**src/rtl/perceptron_pkg.sv**
```systemverilog
// Shared types and width helpers for the sequential perceptron.
package perceptron_pkg;

    typedef enum logic [2:0] {
        IDLE,
        MAC,
        CMP,
        UPD,
        RESP
    } state_t;

    // Headroom for N_IN products of an unsigned input times a signed weight.
    function automatic int acc_width(input int n_in, input int in_w, input int w_w);
        return in_w + w_w + $clog2(n_in) + 1;
    endfunction

endpackage

```
**src/rtl/perceptron_if.sv**
```systemverilog
// Sample-in / result-out handshake bundle; master is the source/consumer side.
interface perceptron_if
    import perceptron_pkg::*;
#(
    parameter int N_IN = 3,
    parameter int IN_W = 8,
    parameter int W_W  = 16
);
    localparam int ACC_W = acc_width(N_IN, IN_W, W_W);

    logic                    in_valid;
    logic                    in_ready;
    logic [N_IN*IN_W-1:0]    in_data;
    logic                    in_train;
    logic                    in_desired;
    logic                    out_valid;
    logic                    out_ready;
    logic                    out_y;
    logic                    out_err;
    logic signed [ACC_W-1:0] out_sum;

    modport master (
        output in_valid, in_data, in_train, in_desired, out_ready,
        input  in_ready, out_valid, out_y, out_err, out_sum
    );

    modport slave (
        input  in_valid, in_data, in_train, in_desired, out_ready,
        output in_ready, out_valid, out_y, out_err, out_sum
    );
endinterface

```
**src/rtl/perceptron_sat_add.sv**
```systemverilog
// Signed weight plus/minus an unsigned step, clamped to the weight's signed range.
module perceptron_sat_add #(
    parameter int IN_W = 8,
    parameter int W_W  = 16
) (
    input  logic signed [W_W-1:0] w,
    input  logic [IN_W-1:0]       d,
    input  logic                  sub,
    output logic signed [W_W-1:0] result
);
    localparam int SUM_W = ((W_W > IN_W + 1) ? W_W : IN_W + 1) + 1;
    localparam logic signed [SUM_W-1:0] W_MAX = SUM_W'({1'b0, {(W_W-1){1'b1}}});
    localparam logic signed [SUM_W-1:0] W_MIN = -W_MAX - SUM_W'(1);

    logic signed [SUM_W-1:0] w_ext;
    logic signed [SUM_W-1:0] d_ext;
    logic signed [SUM_W-1:0] sum;

    assign w_ext = SUM_W'(w);
    assign d_ext = SUM_W'({1'b0, d});
    assign sum   = sub ? (w_ext - d_ext) : (w_ext + d_ext);

    always_comb begin
        result = sum[W_W-1:0];
        if (sum > W_MAX) begin
            result = W_MAX[W_W-1:0];
        end else if (sum < W_MIN) begin
            result = W_MIN[W_W-1:0];
        end
    end
endmodule

```
**src/rtl/perceptron_seq.sv**
```systemverilog
// N-input perceptron: one shared MAC over N_IN cycles, threshold compare, optional saturating update.
//   state | meaning
//   IDLE  | waiting for a sample, in_ready high
//   MAC   | accumulate x[idx]*w[idx], one input per cycle
//   CMP   | threshold compare, latch result, count training errors
//   UPD   | apply learning rule to w[idx], one weight per cycle
//   RESP  | out_valid held until consumer takes it
module perceptron_seq
    import perceptron_pkg::*;
#(
    parameter int     N_IN        = 3,
    parameter int     IN_W        = 8,
    parameter int     W_W         = 16,
    parameter int     WEIGHT_INIT = 10,
    parameter longint THRESH      = 200,
    parameter int     LR_SHIFT    = 3,
    localparam int    SEL_W       = (N_IN > 1) ? $clog2(N_IN) : 1
) (
    input  logic                  clk,
    input  logic                  reset,
    perceptron_if.slave           bus,
    output logic [15:0]           err_count,
    input  logic [SEL_W-1:0]      w_sel,
    output logic signed [W_W-1:0] w_rdata
);
    localparam int ACC_W = acc_width(N_IN, IN_W, W_W);
    // Widen the compare so thresholds beyond the accumulator range still behave.
    localparam int CMP_W = (ACC_W > 64) ? ACC_W : 64;
    localparam logic signed [CMP_W-1:0] THRESH_EXT = CMP_W'(THRESH);
    localparam logic [SEL_W-1:0]        IDX_LAST   = SEL_W'(N_IN - 1);
    localparam logic signed [W_W-1:0]   W_RESET    = W_W'(WEIGHT_INIT);

    state_t                  state;
    logic [SEL_W-1:0]        idx;
    logic [IN_W-1:0]         x_reg [N_IN];
    logic signed [W_W-1:0]   w     [N_IN];
    logic                    train_reg;
    logic                    desired_reg;
    logic signed [ACC_W-1:0] acc;

    logic [IN_W-1:0]         x_cur;
    logic signed [W_W-1:0]   w_cur;
    logic signed [W_W-1:0]   w_next;
    logic [IN_W-1:0]         d_step;
    logic signed [ACC_W-1:0] prod;
    logic                    y_now;

    always_comb begin
        x_cur = '0;
        w_cur = '0;
        for (int i = 0; i < N_IN; i++) begin
            if (idx == SEL_W'(i)) begin
                x_cur = x_reg[i];
                w_cur = w[i];
            end
        end
    end

    assign prod   = ACC_W'(signed'({1'b0, x_cur})) * ACC_W'(w_cur);
    assign y_now  = (CMP_W'(acc) >= THRESH_EXT);
    assign d_step = x_cur >> LR_SHIFT;

    perceptron_sat_add #(
        .IN_W (IN_W),
        .W_W  (W_W)
    ) u_sat_add (
        .w      (w_cur),
        .d      (d_step),
        .sub    (!desired_reg),
        .result (w_next)
    );

    always_comb begin
        w_rdata = '0;
        for (int i = 0; i < N_IN; i++) begin
            if (w_sel == SEL_W'(i)) w_rdata = w[i];
        end
    end

    always_ff @(posedge clk) begin
        if (reset) begin
            state         <= IDLE;
            idx           <= '0;
            acc           <= '0;
            train_reg     <= 1'b0;
            desired_reg   <= 1'b0;
            bus.in_ready  <= 1'b1;
            bus.out_valid <= 1'b0;
            bus.out_y     <= 1'b0;
            bus.out_err   <= 1'b0;
            bus.out_sum   <= '0;
            err_count     <= '0;
            for (int i = 0; i < N_IN; i++) begin
                w[i]     <= W_RESET;
                x_reg[i] <= '0;
            end
        end else begin
            case (state)
                IDLE: begin
                    if (bus.in_valid && bus.in_ready) begin
                        for (int i = 0; i < N_IN; i++) begin
                            x_reg[i] <= bus.in_data[i*IN_W +: IN_W];
                        end
                        train_reg    <= bus.in_train;
                        desired_reg  <= bus.in_desired;
                        acc          <= '0;
                        idx          <= '0;
                        bus.in_ready <= 1'b0;
                        state        <= MAC;
                    end
                end
                MAC: begin
                    acc <= acc + prod;
                    if (idx == IDX_LAST) begin
                        idx   <= '0;
                        state <= CMP;
                    end else begin
                        idx <= idx + SEL_W'(1);
                    end
                end
                CMP: begin
                    bus.out_y   <= y_now;
                    bus.out_err <= (y_now != desired_reg);
                    bus.out_sum <= acc;
                    if (train_reg && (y_now != desired_reg)) begin
                        if (err_count != 16'hFFFF) err_count <= err_count + 16'd1;
                        state <= UPD;
                    end else begin
                        bus.out_valid <= 1'b1;
                        state         <= RESP;
                    end
                end
                UPD: begin
                    for (int i = 0; i < N_IN; i++) begin
                        if (idx == SEL_W'(i)) w[i] <= w_next;
                    end
                    if (idx == IDX_LAST) begin
                        idx           <= '0;
                        bus.out_valid <= 1'b1;
                        state         <= RESP;
                    end else begin
                        idx <= idx + SEL_W'(1);
                    end
                end
                RESP: begin
                    if (bus.out_ready) begin
                        bus.out_valid <= 1'b0;
                        bus.in_ready  <= 1'b1;
                        state         <= IDLE;
                    end
                end
                default: state <= IDLE;
            endcase
        end
    end
endmodule

```
**src/flat_wrapper.sv**
```systemverilog
// flat-port wrapper written by rule: the top's interface ports become plain ports
module perceptron_seq_flat import perceptron_pkg::*;
#(
    parameter int     N_IN        = 3,
    parameter int     IN_W        = 8,
    parameter int     W_W         = 16,
    parameter int     WEIGHT_INIT = 10,
    parameter longint THRESH      = 200,
    parameter int     LR_SHIFT    = 3,
    localparam int    SEL_W       = (N_IN > 1) ? $clog2(N_IN) : 1
)
  (clk, reset, err_count, w_sel, w_rdata, bus_in_valid, bus_in_data, bus_in_train, bus_in_desired, bus_out_ready, bus_in_ready, bus_out_valid, bus_out_y, bus_out_err, bus_out_sum);
  perceptron_if #(.N_IN(N_IN), .IN_W(IN_W), .W_W(W_W)) bus_i ();
  input  logic clk;
  input  logic reset;
  output logic [15:0] err_count;
  input  logic [SEL_W-1:0] w_sel;
  output logic signed [W_W-1:0] w_rdata;
  input wire logic [$bits(bus_i.in_valid)-1:0] bus_in_valid;
  input wire logic [$bits(bus_i.in_data)-1:0] bus_in_data;
  input wire logic [$bits(bus_i.in_train)-1:0] bus_in_train;
  input wire logic [$bits(bus_i.in_desired)-1:0] bus_in_desired;
  input wire logic [$bits(bus_i.out_ready)-1:0] bus_out_ready;
  output wire logic [$bits(bus_i.in_ready)-1:0] bus_in_ready;
  output wire logic [$bits(bus_i.out_valid)-1:0] bus_out_valid;
  output wire logic [$bits(bus_i.out_y)-1:0] bus_out_y;
  output wire logic [$bits(bus_i.out_err)-1:0] bus_out_err;
  output wire logic [$bits(bus_i.out_sum)-1:0] bus_out_sum;
  assign bus_i.in_valid = bus_in_valid;
  assign bus_i.in_data = bus_in_data;
  assign bus_i.in_train = bus_in_train;
  assign bus_i.in_desired = bus_in_desired;
  assign bus_i.out_ready = bus_out_ready;
  assign bus_in_ready = bus_i.in_ready;
  assign bus_out_valid = bus_i.out_valid;
  assign bus_out_y = bus_i.out_y;
  assign bus_out_err = bus_i.out_err;
  assign bus_out_sum = bus_i.out_sum;
  perceptron_seq #(.N_IN(N_IN), .IN_W(IN_W), .W_W(W_W), .WEIGHT_INIT(WEIGHT_INIT), .THRESH(THRESH), .LR_SHIFT(LR_SHIFT)) u_core (.clk(clk), .reset(reset), .bus(bus_i), .err_count(err_count), .w_sel(w_sel), .w_rdata(w_rdata));
endmodule
```
**config.mk**
```make
export PLATFORM = sky130hd
export DESIGN_NAME = perceptron_seq_flat
export DESIGN_NICKNAME = d
export VERILOG_FILES = /design/src/rtl/perceptron_pkg.sv /design/src/rtl/perceptron_if.sv /design/src/rtl/perceptron_sat_add.sv /design/src/rtl/perceptron_seq.sv /design/src/flat_wrapper.sv
export SDC_FILE = /design/constraint.sdc
export NUM_CORES = 1
export LEC_CHECK = 0
export CAP_MARGIN = 5
export CORE_MARGIN = 2
export CORE_UTILIZATION = 49
export DETAILED_ROUTE_END_ITERATION = 10
export GPL_ROUTABILITY_DRIVEN = 0
export PLACE_DENSITY = 0.74
export SETUP_SLACK_MARGIN = 0.02
export SLEW_MARGIN = 20
export SYNTH_ARGS = -nofsm -noshare
export SYNTH_HDL_FRONTEND = slang
export SYNTH_SLANG_ARGS = --single-unit
```
**constraint.sdc**
```tcl
create_clock -name clk -period 12 [get_ports clk]
set_input_delay 1.2 -clock clk [delete_from_list [all_inputs] [get_ports clk]]
set_output_delay 1.2 -clock clk [all_outputs]
set_load 0.02 [all_outputs]
```
==> impl_metrics.prom, run 1 <==
# TYPE chip_impl_metric gauge
chip_impl_info{name="rr_endpoint",value="u_core.acc[26]"} 1
chip_impl_metric{name="viasPerCell",unit=""} 5.51
chip_impl_info{name="largest-register",value="u_core.w"} 1
chip_impl_metric{name="n_antenna_cell",unit=""} 0
chip_impl_metric{name="largest_reg_flops",unit=""} 48
chip_impl_metric{name="power_switching_share",unit="%"} 46.8
chip_impl_info{name="min_path_type",value="reg -> reg"} 1
chip_impl_metric{name="cellPowerDensity",unit="mW/mm2"} 193
chip_impl_metric{name="detailedRoute.firstIterationViolations",unit=""} 894
chip_impl_info{name="worst_hold_startpoint",value="u_core.bus.out_sum[18]"} 1
chip_impl_metric{name="maxCapViolations",unit=""} 0
chip_impl_metric{name="nNetsFinal",unit=""} 1762
chip_impl_metric{name="detailedRoute.firstPassIterationCount",unit=""} 5
chip_impl_metric{name="cts_resized",unit=""} 0
chip_impl_info{name="synth_area_leaders",value="sky130_fd_sc_hd__fa_1, sky130_fd_sc_hd__edfxtp_1, sky130_fd_sc_hd__dfxtp_1, sky130_fd_sc_hd__ha_1, sky130_fd_sc_hd__inv_1"} 1
chip_impl_info{name="tritoncts",value="done"} 1
chip_impl_info{name="largest_registers",value="u_core.w: 48 flops, u_core.acc: 27 flops, u_core.bus.out_sum: 27 flops"} 1
chip_impl_metric{name="via_count",unit=""} 10300
chip_impl_metric{name="die-height",unit="um"} 168
chip_impl_metric{name="cts_inserted_buffers",unit=""} 17
chip_impl_metric{name="placementRows",unit=""} 60
chip_impl_metric{name="ratio_of_cells_with_drive_above_1_in_the_final_layout",unit="%"} 5.07
chip_impl_info{name="worstReg2RegStart",value="u_core.idx[0]"} 1
chip_impl_metric{name="power_frac_comb",unit="%"} 58.8
chip_impl_metric{name="drc",unit=""} 0
chip_impl_metric{name="setup.reg_to_reg.worst_slack",unit="ps"} 4730
chip_impl_metric{name="endpoints_failing_setup",unit=""} 0
chip_impl_metric{name="max-vdd-ir-drop",unit="uV"} 125
chip_impl_metric{name="cts_hold_repair.buffers",unit=""} 0
chip_impl_metric{name="io_pins",unit=""} 95
chip_impl_info{name="post-synth-top-area-cell",value="sky130_fd_sc_hd__fa_1"} 1
chip_impl_metric{name="postLayoutCellArea",unit="mm2"} 0.0150
chip_impl_metric{name="whs_path_depth",unit=""} 2
chip_impl_metric{name="place_hpwl",unit="um"} 24700
chip_impl_info{name="timing.setup.critical_path_class",value="reg -> reg"} 1
chip_impl_metric{name="reg2regPathDepth",unit=""} 23
chip_impl_info{name="mostFrequentLayoutCells",value="sky130_fd_sc_hd__inv_1, sky130_fd_sc_hd__nand2_1, sky130_fd_sc_hd__nor2_1"} 1
chip_impl_info{name="worst_hold_path.endpoint",value="u_core.bus.out_sum[18]"} 1
chip_impl_metric{name="clock_skew",unit="ps"} 28.2
chip_impl_info{name="grt_setup_unrepaired",value="no"} 1
chip_impl_metric{name="area_of_the_multi_input_gates",unit="mm2"} 0.00834
chip_impl_metric{name="timing.final.crit_share",unit="%"} 60.6
chip_impl_metric{name="area.sequential",unit="mm2"} 0.00378
chip_impl_metric{name="routed_wire_length_per_instance",unit="um"} 16.8
chip_impl_info{name="critical_path.startpoint_type",value="flop"} 1
chip_impl_metric{name="slew-limit-headroom",unit="%"} 33.3
chip_impl_metric{name="via_count_of_the_first_global_routing_pass",unit=""} 10400
chip_impl_metric{name="die-area",unit="mm2"} 0.0282
chip_impl_metric{name="layout_min_cycle_time",unit="ps"} 7270
chip_impl_metric{name="global_route.usage.total",unit="%"} 23.0
chip_impl_info{name="setup.worst_path.end_class",value="flop"} 1
chip_impl_metric{name="synth.yosys.seq_area_share",unit="%"} 28.7
chip_impl_metric{name="number_of_cells_produced_by_synthesis",unit=""} 1464
chip_impl_metric{name="hold_violations",unit=""} 0
chip_impl_metric{name="global_route.overflow_total",unit=""} 0
chip_impl_metric{name="power_switching",unit="mW"} 1.35
chip_impl_metric{name="power_leakage",unit="nW"} 6.58
chip_impl_metric{name="core",unit="mm2"} 0.0267
chip_impl_metric{name="maxClockFrequency",unit="MHz"} 138
chip_impl_metric{name="portBuffers",unit=""} 94
chip_impl_metric{name="share_clk_of_total_power",unit="%"} 18.9
chip_impl_metric{name="wirelength_routed",unit="um"} 31500
chip_impl_metric{name="detailed_place.area",unit="mm2"} 0.0143
chip_impl_metric{name="maxSlewViolCount",unit=""} 0
chip_impl_info{name="run_status",value="finished, final reports clean"} 1
chip_impl_metric{name="power.share.sequential",unit="%"} 22.3
chip_impl_metric{name="initial_antenna_violation_count",unit=""} 0
chip_impl_info{name="cts-root-buf",value="sky130_fd_sc_hd__clkbuf_16"} 1
chip_impl_metric{name="worst-endpoint-required",unit="ps"} 12320
chip_impl_metric{name="ys.warnings.count",unit=""} 0
chip_impl_metric{name="cts.clk_slew.worst_paths",unit="ps"} 70
chip_impl_metric{name="clockBufferDepth",unit=""} 2
chip_impl_info{name="mostFrequentLayoutCell",value="sky130_fd_sc_hd__inv_1"} 1
chip_impl_metric{name="netlist_area",unit="mm2"} 0.0132
chip_impl_metric{name="synth.avg_cell_area",unit="um2"} 8.99
chip_impl_metric{name="post-cts-setup-buffer-count",unit=""} 0
chip_impl_metric{name="critPathArrivalTime",unit="ps"} 7590
chip_impl_metric{name="htreeDepth",unit=""} 4
chip_impl_metric{name="timing.setup.tns",unit="ps"} 0
chip_impl_metric{name="width_of_the_die",unit="um"} 168
chip_impl_metric{name="area.growth.synth_to_final",unit="%"} 13.6
chip_impl_metric{name="internal_power",unit="mW"} 1.54
chip_impl_metric{name="synth.ff_latch_count",unit=""} 153
chip_impl_metric{name="yosysUniqueCellTypes",unit=""} 77
chip_impl_metric{name="clock_latency_reported_for_the_late_side_of_the_worst_skew_pair",unit="ps"} 440
chip_impl_metric{name="floorplan.initialDensity",unit="%"} 49.4
chip_impl_metric{name="first_pass_grt_wire_length",unit="um"} 52300
chip_impl_metric{name="timing_worst_slew_pin_value",unit="ps"} 1000
chip_impl_metric{name="path_max_fanout",unit=""} 32
chip_impl_metric{name="async_flop_share",unit="%"} 0
chip_impl_info{name="synth_flop_cell",value="sky130_fd_sc_hd__dfxtp_1"} 1
chip_impl_metric{name="tritoncts_num_sinks",unit=""} 153
chip_impl_metric{name="synth-edff-count",unit=""} 72
chip_impl_metric{name="maximum_number_of_pins_on_one_net_before_global_route_repair",unit=""} 76
chip_impl_metric{name="synth_largest_type_area_fraction",unit="%"} 19.5
chip_impl_metric{name="postRouteAntennaNets",unit=""} 0
chip_impl_metric{name="filler_cell_count",unit=""} 2324
chip_impl_metric{name="synth_nets",unit=""} 1702
[cells in the mapped netlist, types with 31 or more instances]
| library cell | number |
|---|---|
| sky130_fd_sc_hd__ha_1 | 78 |
| sky130_fd_sc_hd__a21oi_1 | 105 |
| sky130_fd_sc_hd__nand2_1 | 181 |
| sky130_fd_sc_hd__nor2_1 | 159 |
| sky130_fd_sc_hd__clkbuf_1 | 49 |
| sky130_fd_sc_hd__and2_1 | 31 |
| sky130_fd_sc_hd__dfxtp_1 | 81 |
| sky130_fd_sc_hd__edfxtp_1 | 72 |
| sky130_fd_sc_hd__mux2i_1 | 44 |
| sky130_fd_sc_hd__inv_1 | 205 |
| sky130_fd_sc_hd__fa_1 | 128 |
| sky130_fd_sc_hd__o21ai_0 | 44 |
[power groups by stage]
stage                     clock (mW)  sequential (mW)  combinational [mW]
after floorplan                    0            0.632                1.35
after global placement             0            0.653                1.63
after detailed placement           0            0.653                1.68
after CTS                      0.555            0.642                1.69
after global routing           0.573            0.648                1.93
final                          0.548            0.643                1.70
[how the worst max path moves through the flow]
stage,from,end,depth (start not counted)
4_1_cts,u_core.idx[0],u_core.acc[26],23
2_1_floorplan,u_core.idx[0],u_core.acc[21],26
3_5_place_dp,u_core.idx[0],u_core.acc[26],23
5_1_grt,u_core.idx[0],u_core.acc[26],23
6_report,u_core.idx[0],u_core.acc[26],23
3_3_place_gp,u_core.idx[0],u_core.acc[26],23
[metrics by stage]
step	util [%]	hold WS, ps	cells	power, mW	setup slack (ps)
2_1_floorplan	-	444	1464	1.98	5550
3_3_place_gp	53.8	443	1846	2.28	5040
3_5_place_dp	53.8	450	1846	2.34	4800
4_1_cts	56.1	459	1878	2.89	4790
5_1_grt	56.1	476	1878	3.16	4330
6_report	56.1	457	1878	2.89	4730
[per-layer routing]
layer  part of all wire [%]  track usage, %
met2                     49            39.9
met1                     43            30.0
met4                    2.4            6.92
met3                    5.2            3.10
met5                      0               0
[kinds of logic (layout without fill, tap and decap cells)]
kind of cell    after synthesis  after routing  synth area share (%)
fa+ha+maj                   206            206                  26.9
buf+inv                     270            343                  8.04
compound gates              266            266                  13.0
xor+xnor                     49             49                  3.40
simple gates                473            473                  16.3
mux                          47             47                  3.72
flops                       153            153                  28.7
[worst max-delay path, stage by stage (launching register included)]
cell and delay, ps:
sky130_fd_sc_hd__dfxtp_1 310, sky130_fd_sc_hd__buf_4 310, sky130_fd_sc_hd__nor2b_1 420, sky130_fd_sc_hd__buf_4 340
sky130_fd_sc_hd__a21o_1 430, sky130_fd_sc_hd__nand2_1 180, sky130_fd_sc_hd__inv_1 140, sky130_fd_sc_hd__fa_1 420
sky130_fd_sc_hd__inv_1 290, sky130_fd_sc_hd__fa_1 580, sky130_fd_sc_hd__fa_1 570, sky130_fd_sc_hd__inv_1 70
sky130_fd_sc_hd__fa_1 540, sky130_fd_sc_hd__inv_1 50, sky130_fd_sc_hd__fa_1 500, sky130_fd_sc_hd__inv_1 50
sky130_fd_sc_hd__ha_1 410, sky130_fd_sc_hd__inv_1 60, sky130_fd_sc_hd__nor3_1 340, sky130_fd_sc_hd__nand2_1 100
sky130_fd_sc_hd__a2111oi_0 540, sky130_fd_sc_hd__a211oi_1 150, sky130_fd_sc_hd__xnor2_1 160, sky130_fd_sc_hd__a22o_1 190
[area by class of cell]
type | count | area share (%)
inverters | 206 | 5.19
repair buffers | 105 | 6.81
multi-input cells | 1041 | 55.8
well taps | 341 | 2.85
flip-flops and latches | 153 | 25.3
clock inverters | 15 | 1.24
clock buffers | 17 | 2.84
Power figures use the tool's default switching activity.
==> inputs of run 2 (changes only) <==
- clock period: 12 -> 7 ns (I/O delays scaled with it)
==> run 2 against run 1 <==
Final cell count grew 0.69%. Non-clock buffer count grew 13. Sequential power grew 71%. Total power grew 72%. Combinational power grew 72%. First-iteration DRC count shrank 10%. Count of clock-buffer cells in the layout is the same. Critical path type unchanged.
==> impl_metrics.prom, run 2 (synthesis results as in run 1) <==
# TYPE chip_impl_metric gauge
chip_impl_info{name="run_status",value="finished, final reports clean"} 1
chip_impl_metric{name="hold_violations",unit=""} 0
chip_impl_info{name="grt_setup_unrepaired",value="yes"} 1
chip_impl_metric{name="tritoncts_num_sinks",unit=""} 153
chip_impl_info{name="tritoncts",value="done"} 1
chip_impl_metric{name="clock_skew",unit="ps"} 20.7
chip_impl_metric{name="ratio_of_cells_with_drive_above_1_in_the_final_layout",unit="%"} 6.13
chip_impl_metric{name="via_count",unit=""} 10300
chip_impl_metric{name="power_leakage",unit="nW"} 6.65
chip_impl_metric{name="maximum_number_of_pins_on_one_net_before_global_route_repair",unit=""} 76
chip_impl_metric{name="clock_latency_reported_for_the_late_side_of_the_worst_skew_pair",unit="ps"} 440
chip_impl_metric{name="cts_inserted_buffers",unit=""} 17
chip_impl_metric{name="pre_cts_ws",unit="ps"} 238
chip_impl_metric{name="timing_worst_slew_pin_value",unit="ps"} 1060
chip_impl_metric{name="cellPowerDensity",unit="mW/mm2"} 330
chip_impl_metric{name="via_count_of_the_first_global_routing_pass",unit=""} 10200
chip_impl_metric{name="max-vdd-ir-drop",unit="uV"} 156
chip_impl_metric{name="width_of_the_die",unit="um"} 168
chip_impl_metric{name="critPathArrivalTime",unit="ps"} 6850
chip_impl_info{name="setup.worst_path.end_class",value="flop"} 1
chip_impl_metric{name="initial_antenna_violation_count",unit=""} 0
chip_impl_metric{name="worst_slack",unit="ps"} 440
chip_impl_metric{name="die-area",unit="mm2"} 0.0282
chip_impl_metric{name="fin_hold_ws",unit="ps"} 454
chip_impl_info{name="critical_path.most_common_cell",value="sky130_fd_sc_hd__fa_1"} 1
chip_impl_metric{name="floorplan.initialDensity",unit="%"} 49.4
chip_impl_metric{name="maxSlewViolCount",unit=""} 0
chip_impl_metric{name="slew-limit-headroom",unit="%"} 29.1
chip_impl_metric{name="area_of_the_multi_input_gates",unit="mm2"} 0.00835
chip_impl_metric{name="n_antenna_cell",unit=""} 0
chip_impl_info{name="mostFrequentLayoutCell",value="sky130_fd_sc_hd__inv_1"} 1
chip_impl_metric{name="endpoints_failing_setup",unit=""} 0
chip_impl_metric{name="portBuffers",unit=""} 94
chip_impl_info{name="path_cells",value="buf_12 -> nor2b_1 -> buf_4 -> a21o_1 -> inv_1 -> nor2_1 -> fa_1 -> fa_1 -> fa_1 -> fa_1 -> inv_1 -> fa_1 -> inv_1 -> ha_1 -> a21o_1 -> a221o_1 -> a211oi_1 -> a21oi_1 -> a221oi_1 -> xor2_1 -> o21ai_0"} 1
chip_impl_metric{name="detailedRoute.firstPassIterationCount",unit=""} 7
chip_impl_metric{name="core",unit="mm2"} 0.0267
chip_impl_metric{name="postRouteAntennaNets",unit=""} 0
chip_impl_metric{name="routed_wire_length_per_instance",unit="um"} 16.4
chip_impl_info{name="largest-register",value="u_core.w"} 1
chip_impl_info{name="largest_registers",value="u_core.w: 48 flops, u_core.acc: 27 flops, u_core.bus.out_sum: 27 flops"} 1
chip_impl_metric{name="detailed_place.area",unit="mm2"} 0.0144
chip_impl_metric{name="filler_cell_count",unit=""} 2330
chip_impl_metric{name="die-height",unit="um"} 168
chip_impl_info{name="cts-root-buf",value="sky130_fd_sc_hd__clkbuf_16"} 1
chip_impl_metric{name="maxCapViolations",unit=""} 0
chip_impl_info{name="timing.setup.critical_path_class",value="reg -> reg"} 1
chip_impl_metric{name="placementRows",unit=""} 60
chip_impl_metric{name="area.sequential",unit="mm2"} 0.00378
chip_impl_metric{name="detailedRoute.firstIterationViolations",unit=""} 805
chip_impl_metric{name="viasPerCell",unit=""} 5.44
chip_impl_info{name="critical_path.startpoint_type",value="flop"} 1
chip_impl_metric{name="first_pass_grt_wire_length",unit="um"} 51900
chip_impl_metric{name="io_pins",unit=""} 95
chip_impl_metric{name="place_hpwl",unit="um"} 24000
chip_impl_metric{name="nNetsFinal",unit=""} 1775
chip_impl_metric{name="wirelength_routed",unit="um"} 31000
chip_impl_metric{name="postLayoutCellArea",unit="mm2"} 0.0151
chip_impl_metric{name="global_route.usage.total",unit="%"} 22.8
chip_impl_metric{name="largest_reg_flops",unit=""} 48
chip_impl_metric{name="post-cts-setup-buffer-count",unit=""} 0
chip_impl_metric{name="path_max_fanout",unit=""} 27
chip_impl_metric{name="htreeDepth",unit=""} 4
chip_impl_metric{name="area.growth.synth_to_final",unit="%"} 14.5
chip_impl_metric{name="timing.final.crit_share",unit="%"} 93.7
chip_impl_metric{name="cts.clk_slew.worst_paths",unit="ps"} 70
chip_impl_metric{name="report.power.total",unit="mW"} 4.97
chip_impl_info{name="min_path_type",value="reg -> reg"} 1
chip_impl_metric{name="worst-endpoint-required",unit="ps"} 7290
chip_impl_metric{name="maxClockFrequency",unit="MHz"} 152
chip_impl_metric{name="drc",unit=""} 0
chip_impl_metric{name="cpPeakStageDelay",unit="ps"} 560
chip_impl_metric{name="timing.setup.tns",unit="ps"} 0
chip_impl_metric{name="global_route.overflow_total",unit=""} 0
chip_impl_info{name="mostFrequentLayoutCells",value="sky130_fd_sc_hd__inv_1, sky130_fd_sc_hd__nand2_1, sky130_fd_sc_hd__nor2_1"} 1
chip_impl_metric{name="layout_min_cycle_time",unit="ps"} 6560
chip_impl_info{name="worst_path_max_delay_cell",value="sky130_fd_sc_hd__fa_1"} 1
chip_impl_metric{name="clockBufferDepth",unit=""} 2
run 2: worst max-delay path: cells and delay by family, from the launching register on:
kind / cells / cell delay, ps
xor gates and xnor gates: 1 / 170
buffers and inverters: 5 / 890
DFF: 1 / 380
adders and majority gates: 6 / 2900
AOI/OAI and AO/OA: 7 / 1860
and+or+nand+nor: 2 / 190
run 2: path summary, 6_finish.rpt:
path              depth (start not counted)  slack [ps]                endpoint              startpoint
hold reg to reg                           2         450  u_core.bus.out_sum[10]  u_core.bus.out_sum[10]
setup / recovery                         21         440          u_core.acc[22]           u_core.idx[1]
setup reg to reg                         21         440          u_core.acc[22]           u_core.idx[1]
hold / removal                            2         450  u_core.bus.out_sum[10]  u_core.bus.out_sum[10]
run 2: metal layers:
layer  wire length [um]  vias to the layer above  share of wire (%)  track usage, %
li1                   -                     5006                  -               -
met1              14100                     4915                 45            30.9
met2              14500                      321                 47            37.3
met3               1620                       53                5.2            4.07
met4                832                        0                2.7            7.26
met5                  0                        -                  0               0
run 2: final cells by class:
| type | count | area share [%] |
|---|---|---|
| clock buffer | 17 | 2.82 |
| clock inverter | 15 | 1.24 |
| inverter | 206 | 5.14 |
| multi-input combinational | 1041 | 55.4 |
| sequential | 153 | 25.1 |
| tap | 341 | 2.83 |
| timing repair buffer | 118 | 7.48 |
run 2: where the power goes:
| part | switching [mW] | internal, mW | leakage, nW |
|---|---|---|---|
| clock network | 0.463 | 0.488 | 0.295 |
| logic | 1.77 | 1.15 | 4.97 |
| registers | 0.0861 | 1.02 | 1.39 |
run 2: per-stage QoR:
step	cells	utilization, %
after floorplan	1464	-
after global placement	1859	54.2
after detailed placement	1859	54.2
after CTS	1891	56.5
after global routing	1891	56.6
final	1891	56.6
run 2: what timing repair did:
action,4_1_cts,5_1_grt
gates resized for setup,0,8
endpoints found under the setup margin,0,5
hold buffers,0,0
==> inputs of run 3 (changes only) <==
- ABC_AREA: default -> 1
- clock period: 7 -> 7.19 ns (I/O delays scaled with it)
==> run 3 against run 2 <==
Non-clock buffer count is 6 lower. Synthesized cell count is 22% higher. Setup slack better by 42 ps. Critical endpoint is now u_core.acc[18]. Synthesized area is 2.8% higher.
==> impl_metrics.prom, run 3 <==
# TYPE chip_impl_metric gauge
chip_impl_metric{name="maxSlewViolCount",unit=""} 0
chip_impl_metric{name="ratio_of_cells_with_drive_above_1_in_the_final_layout",unit="%"} 4.10
chip_impl_info{name="min_path_type",value="reg -> reg"} 1
chip_impl_info{name="worstReg2RegStart",value="u_core.idx[1]"} 1
chip_impl_info{name="synth_flop_cell",value="sky130_fd_sc_hd__dfxtp_1"} 1
chip_impl_metric{name="hold_violations",unit=""} 0
chip_impl_metric{name="area.growth.synth_to_final",unit="%"} 14.0
chip_impl_metric{name="ys.warnings.count",unit=""} 0
chip_impl_metric{name="synth.ff_latch_count",unit=""} 153
chip_impl_metric{name="fin_util",unit="%"} 57.1
chip_impl_info{name="mostFrequentLayoutCell",value="sky130_fd_sc_hd__nand2_1"} 1
chip_impl_info{name="setup.worst_path.end_class",value="flop"} 1
chip_impl_metric{name="critPathArrivalTime",unit="ps"} 7000
chip_impl_metric{name="maxClockFrequency",unit="MHz"} 149
chip_impl_metric{name="detailedRoute.firstIterationViolations",unit=""} 1146
chip_impl_metric{name="worst_slack",unit="ps"} 482
chip_impl_info{name="synth_common_cells",value="sky130_fd_sc_hd__nand2_1, sky130_fd_sc_hd__inv_1, sky130_fd_sc_hd__nor2_1, sky130_fd_sc_hd__a21oi_1, sky130_fd_sc_hd__fa_1"} 1
chip_impl_info{name="run_status",value="finished, final reports clean"} 1
chip_impl_metric{name="wirelength_routed",unit="um"} 36900
chip_impl_metric{name="first_pass_grt_wire_length",unit="um"} 59400
chip_impl_metric{name="pre_cts_ws",unit="ps"} 678
chip_impl_metric{name="postRouteAntennaNets",unit=""} 0
chip_impl_metric{name="synth-edff-count",unit=""} 72
chip_impl_metric{name="drc",unit=""} 0
chip_impl_metric{name="clockBufferDepth",unit=""} 2
chip_impl_metric{name="path_max_fanout",unit=""} 14
chip_impl_metric{name="largest_reg_flops",unit=""} 48
chip_impl_metric{name="yosysUniqueCellTypes",unit=""} 38
chip_impl_metric{name="via_count_of_the_first_global_routing_pass",unit=""} 11700
chip_impl_metric{name="place_hpwl",unit="um"} 28600
chip_impl_info{name="startpoint",value="u_core.idx[1]"} 1
chip_impl_metric{name="slew-limit-headroom",unit="%"} 32.1
chip_impl_metric{name="cts_inserted_buffers",unit=""} 17
chip_impl_info{name="synth_area_leaders",value="sky130_fd_sc_hd__fa_1, sky130_fd_sc_hd__edfxtp_1, sky130_fd_sc_hd__dfxtp_1, sky130_fd_sc_hd__nand2_1, sky130_fd_sc_hd__inv_1"} 1
chip_impl_metric{name="synth_nets",unit=""} 2018
chip_impl_metric{name="initial_antenna_violation_count",unit=""} 0
chip_impl_metric{name="endpoints_failing_setup",unit=""} 0
chip_impl_info{name="largest-register",value="u_core.w"} 1
chip_impl_info{name="tritoncts",value="done"} 1
chip_impl_info{name="post-synth-top-area-cell",value="sky130_fd_sc_hd__fa_1"} 1
chip_impl_metric{name="synth_largest_type_area_fraction",unit="%"} 18.9
chip_impl_metric{name="via_count",unit=""} 12000
chip_impl_metric{name="n_antenna_cell",unit=""} 0
chip_impl_metric{name="portBuffers",unit=""} 94
chip_impl_metric{name="viasPerCell",unit=""} 5.40
chip_impl_metric{name="detailedRoute.firstPassIterationCount",unit=""} 6
chip_impl_metric{name="cts_resized",unit=""} 0
chip_impl_metric{name="global_route.overflow_total",unit=""} 0
chip_impl_metric{name="routed_wire_length_per_instance",unit="um"} 16.6
chip_impl_metric{name="timing_worst_slew_pin_value",unit="ps"} 1020
chip_impl_info{name="timing.setup.critical_path_class",value="reg -> reg"} 1
chip_impl_metric{name="htreeDepth",unit=""} 4
chip_impl_info{name="largest_registers",value="u_core.w: 48 flops, u_core.acc: 27 flops, u_core.bus.out_sum: 27 flops"} 1
chip_impl_metric{name="worst-endpoint-required",unit="ps"} 7480
chip_impl_metric{name="floorplan.initialDensity",unit="%"} 50.1
chip_impl_metric{name="netlist_area",unit="mm2"} 0.0135
chip_impl_metric{name="timing.final.crit_share",unit="%"} 93.3
chip_impl_metric{name="timing.setup.tns",unit="ps"} 0
chip_impl_metric{name="io_pins",unit=""} 95
chip_impl_info{name="synth.most_common_cell",value="sky130_fd_sc_hd__nand2_1"} 1
chip_impl_info{name="grt_setup_unrepaired",value="no"} 1
chip_impl_metric{name="detailed_place.area",unit="mm2"} 0.0149
chip_impl_metric{name="synth.avg_cell_area",unit="um2"} 7.60
chip_impl_metric{name="number_of_cells_produced_by_synthesis",unit=""} 1780
chip_impl_info{name="cts-root-buf",value="sky130_fd_sc_hd__clkbuf_16"} 1
chip_impl_metric{name="filler_cell_count",unit=""} 2412
chip_impl_metric{name="cts_hold_repair.buffers",unit=""} 0
chip_impl_metric{name="nNetsFinal",unit=""} 2103
chip_impl_info{name="critical_path.startpoint_type",value="flop"} 1
chip_impl_metric{name="layout_min_cycle_time",unit="ps"} 6710
chip_impl_metric{name="clock_latency_reported_for_the_late_side_of_the_worst_skew_pair",unit="ps"} 450
chip_impl_metric{name="tritoncts_num_sinks",unit=""} 153
chip_impl_metric{name="placementRows",unit=""} 60
chip_impl_info{name="worst_hold_startpoint",value="u_core.acc[22]"} 1
chip_impl_metric{name="global_route.usage.total",unit="%"} 26.1
chip_impl_metric{name="async_flop_share",unit="%"} 0
chip_impl_metric{name="cts.clk_slew.worst_paths",unit="ps"} 70
chip_impl_metric{name="synth.yosys.seq_area_share",unit="%"} 28.0
chip_impl_metric{name="postLayoutCellArea",unit="mm2"} 0.0154
chip_impl_metric{name="post-cts-setup-buffer-count",unit=""} 0
chip_impl_metric{name="core",unit="mm2"} 0.0270
chip_impl_metric{name="die-height",unit="um"} 170
chip_impl_metric{name="maximum_number_of_pins_on_one_net_before_global_route_repair",unit=""} 54
chip_impl_metric{name="die-area",unit="mm2"} 0.0290
chip_impl_info{name="mostFrequentLayoutCells",value="sky130_fd_sc_hd__nand2_1, sky130_fd_sc_hd__inv_1, sky130_fd_sc_hd__nor2_1"} 1
chip_impl_metric{name="clock_skew",unit="ps"} 18.3
chip_impl_metric{name="maxCapViolations",unit=""} 0
chip_impl_metric{name="width_of_the_die",unit="um"} 170
## run 3: path summary, 6_finish.rpt
path	endpoint	slack [ps]	cells after the start
max reg2reg	u_core.acc[18]	480	26
min reg2reg	u_core.acc[22]	470	2
max	u_core.acc[18]	480	26
min	u_core.acc[22]	470	2
## run 3: kinds of logic (layout without fill, tap and decap cells)
family                   count (synthesis)  after routing  synth area share [%]
AND/OR/NAND/NOR                        746            746                  22.9
buffers and inverters                  413            511                  11.7
AO/OA/AOI/OAI                          232            232                  9.38
adder cells (fa/ha/maj)                206            206                  26.1
flip-flops                             153            153                  28.0
XOR/XNOR                                30             30                  1.94
## run 3: metrics by stage
step	std cells	hold WS [ps]
2_1_floorplan	1780	445
3_3_place_gp	2187	454
3_5_place_dp	2187	464
4_1_cts	2219	474
5_1_grt	2219	503
6_report	2219	473
## run 3: layout make-up
| type | count | area, um2 | share of cell area (%) |
|---|---|---|---|
| clock inverter | 15 | 155 | 1.01 |
| multi-input combinational | 1214 | 8190 | 53.1 |
| tap | 341 | 427 | 2.76 |
| inverter | 367 | 1380 | 8.93 |
| sequential | 153 | 3780 | 24.5 |
| clock buffer | 17 | 425 | 2.76 |
| timing repair buffer | 112 | 1070 | 6.94 |
## run 3: layer usage
layer / vias to the layer above / GRT usage, % / share of wire [%]
met1: 5697 / 34.5 / 42
met4: 0 / 9.77 / 3.4
met5: - / 0 / 0
met2: 465 / 43.2 / 48
met3: 83 / 4.33 / 6.5
li1: 5737 / - / -
## run 3: critical path, stage by stage (launching register included)
cell and delay [ps]:
sky130_fd_sc_hd__dfxtp_1 460, sky130_fd_sc_hd__inv_2 180, sky130_fd_sc_hd__nor2_2 350, sky130_fd_sc_hd__buf_4 310, sky130_fd_sc_hd__nand2_1 90, sky130_fd_sc_hd__nand3_2 210
sky130_fd_sc_hd__inv_1 120, sky130_fd_sc_hd__nor2_1 270, sky130_fd_sc_hd__fa_1 460, sky130_fd_sc_hd__inv_1 260, sky130_fd_sc_hd__fa_1 460, sky130_fd_sc_hd__inv_1 80
sky130_fd_sc_hd__fa_1 450, sky130_fd_sc_hd__fa_1 580, sky130_fd_sc_hd__inv_1 70, sky130_fd_sc_hd__fa_1 510, sky130_fd_sc_hd__inv_1 40, sky130_fd_sc_hd__ha_1 370
sky130_fd_sc_hd__nand2_1 130, sky130_fd_sc_hd__inv_1 90, sky130_fd_sc_hd__nand2_1 70, sky130_fd_sc_hd__nor3_1 400, sky130_fd_sc_hd__nand4_1 260, sky130_fd_sc_hd__nand3_1 150
sky130_fd_sc_hd__nand2_1 60, sky130_fd_sc_hd__nand3_1 80, sky130_fd_sc_hd__a21oi_1 60
Power of run 3 is left out: the tool's default activity adds up to more than one toggle a clock period on the data nets, which glitch-free logic cannot reach.
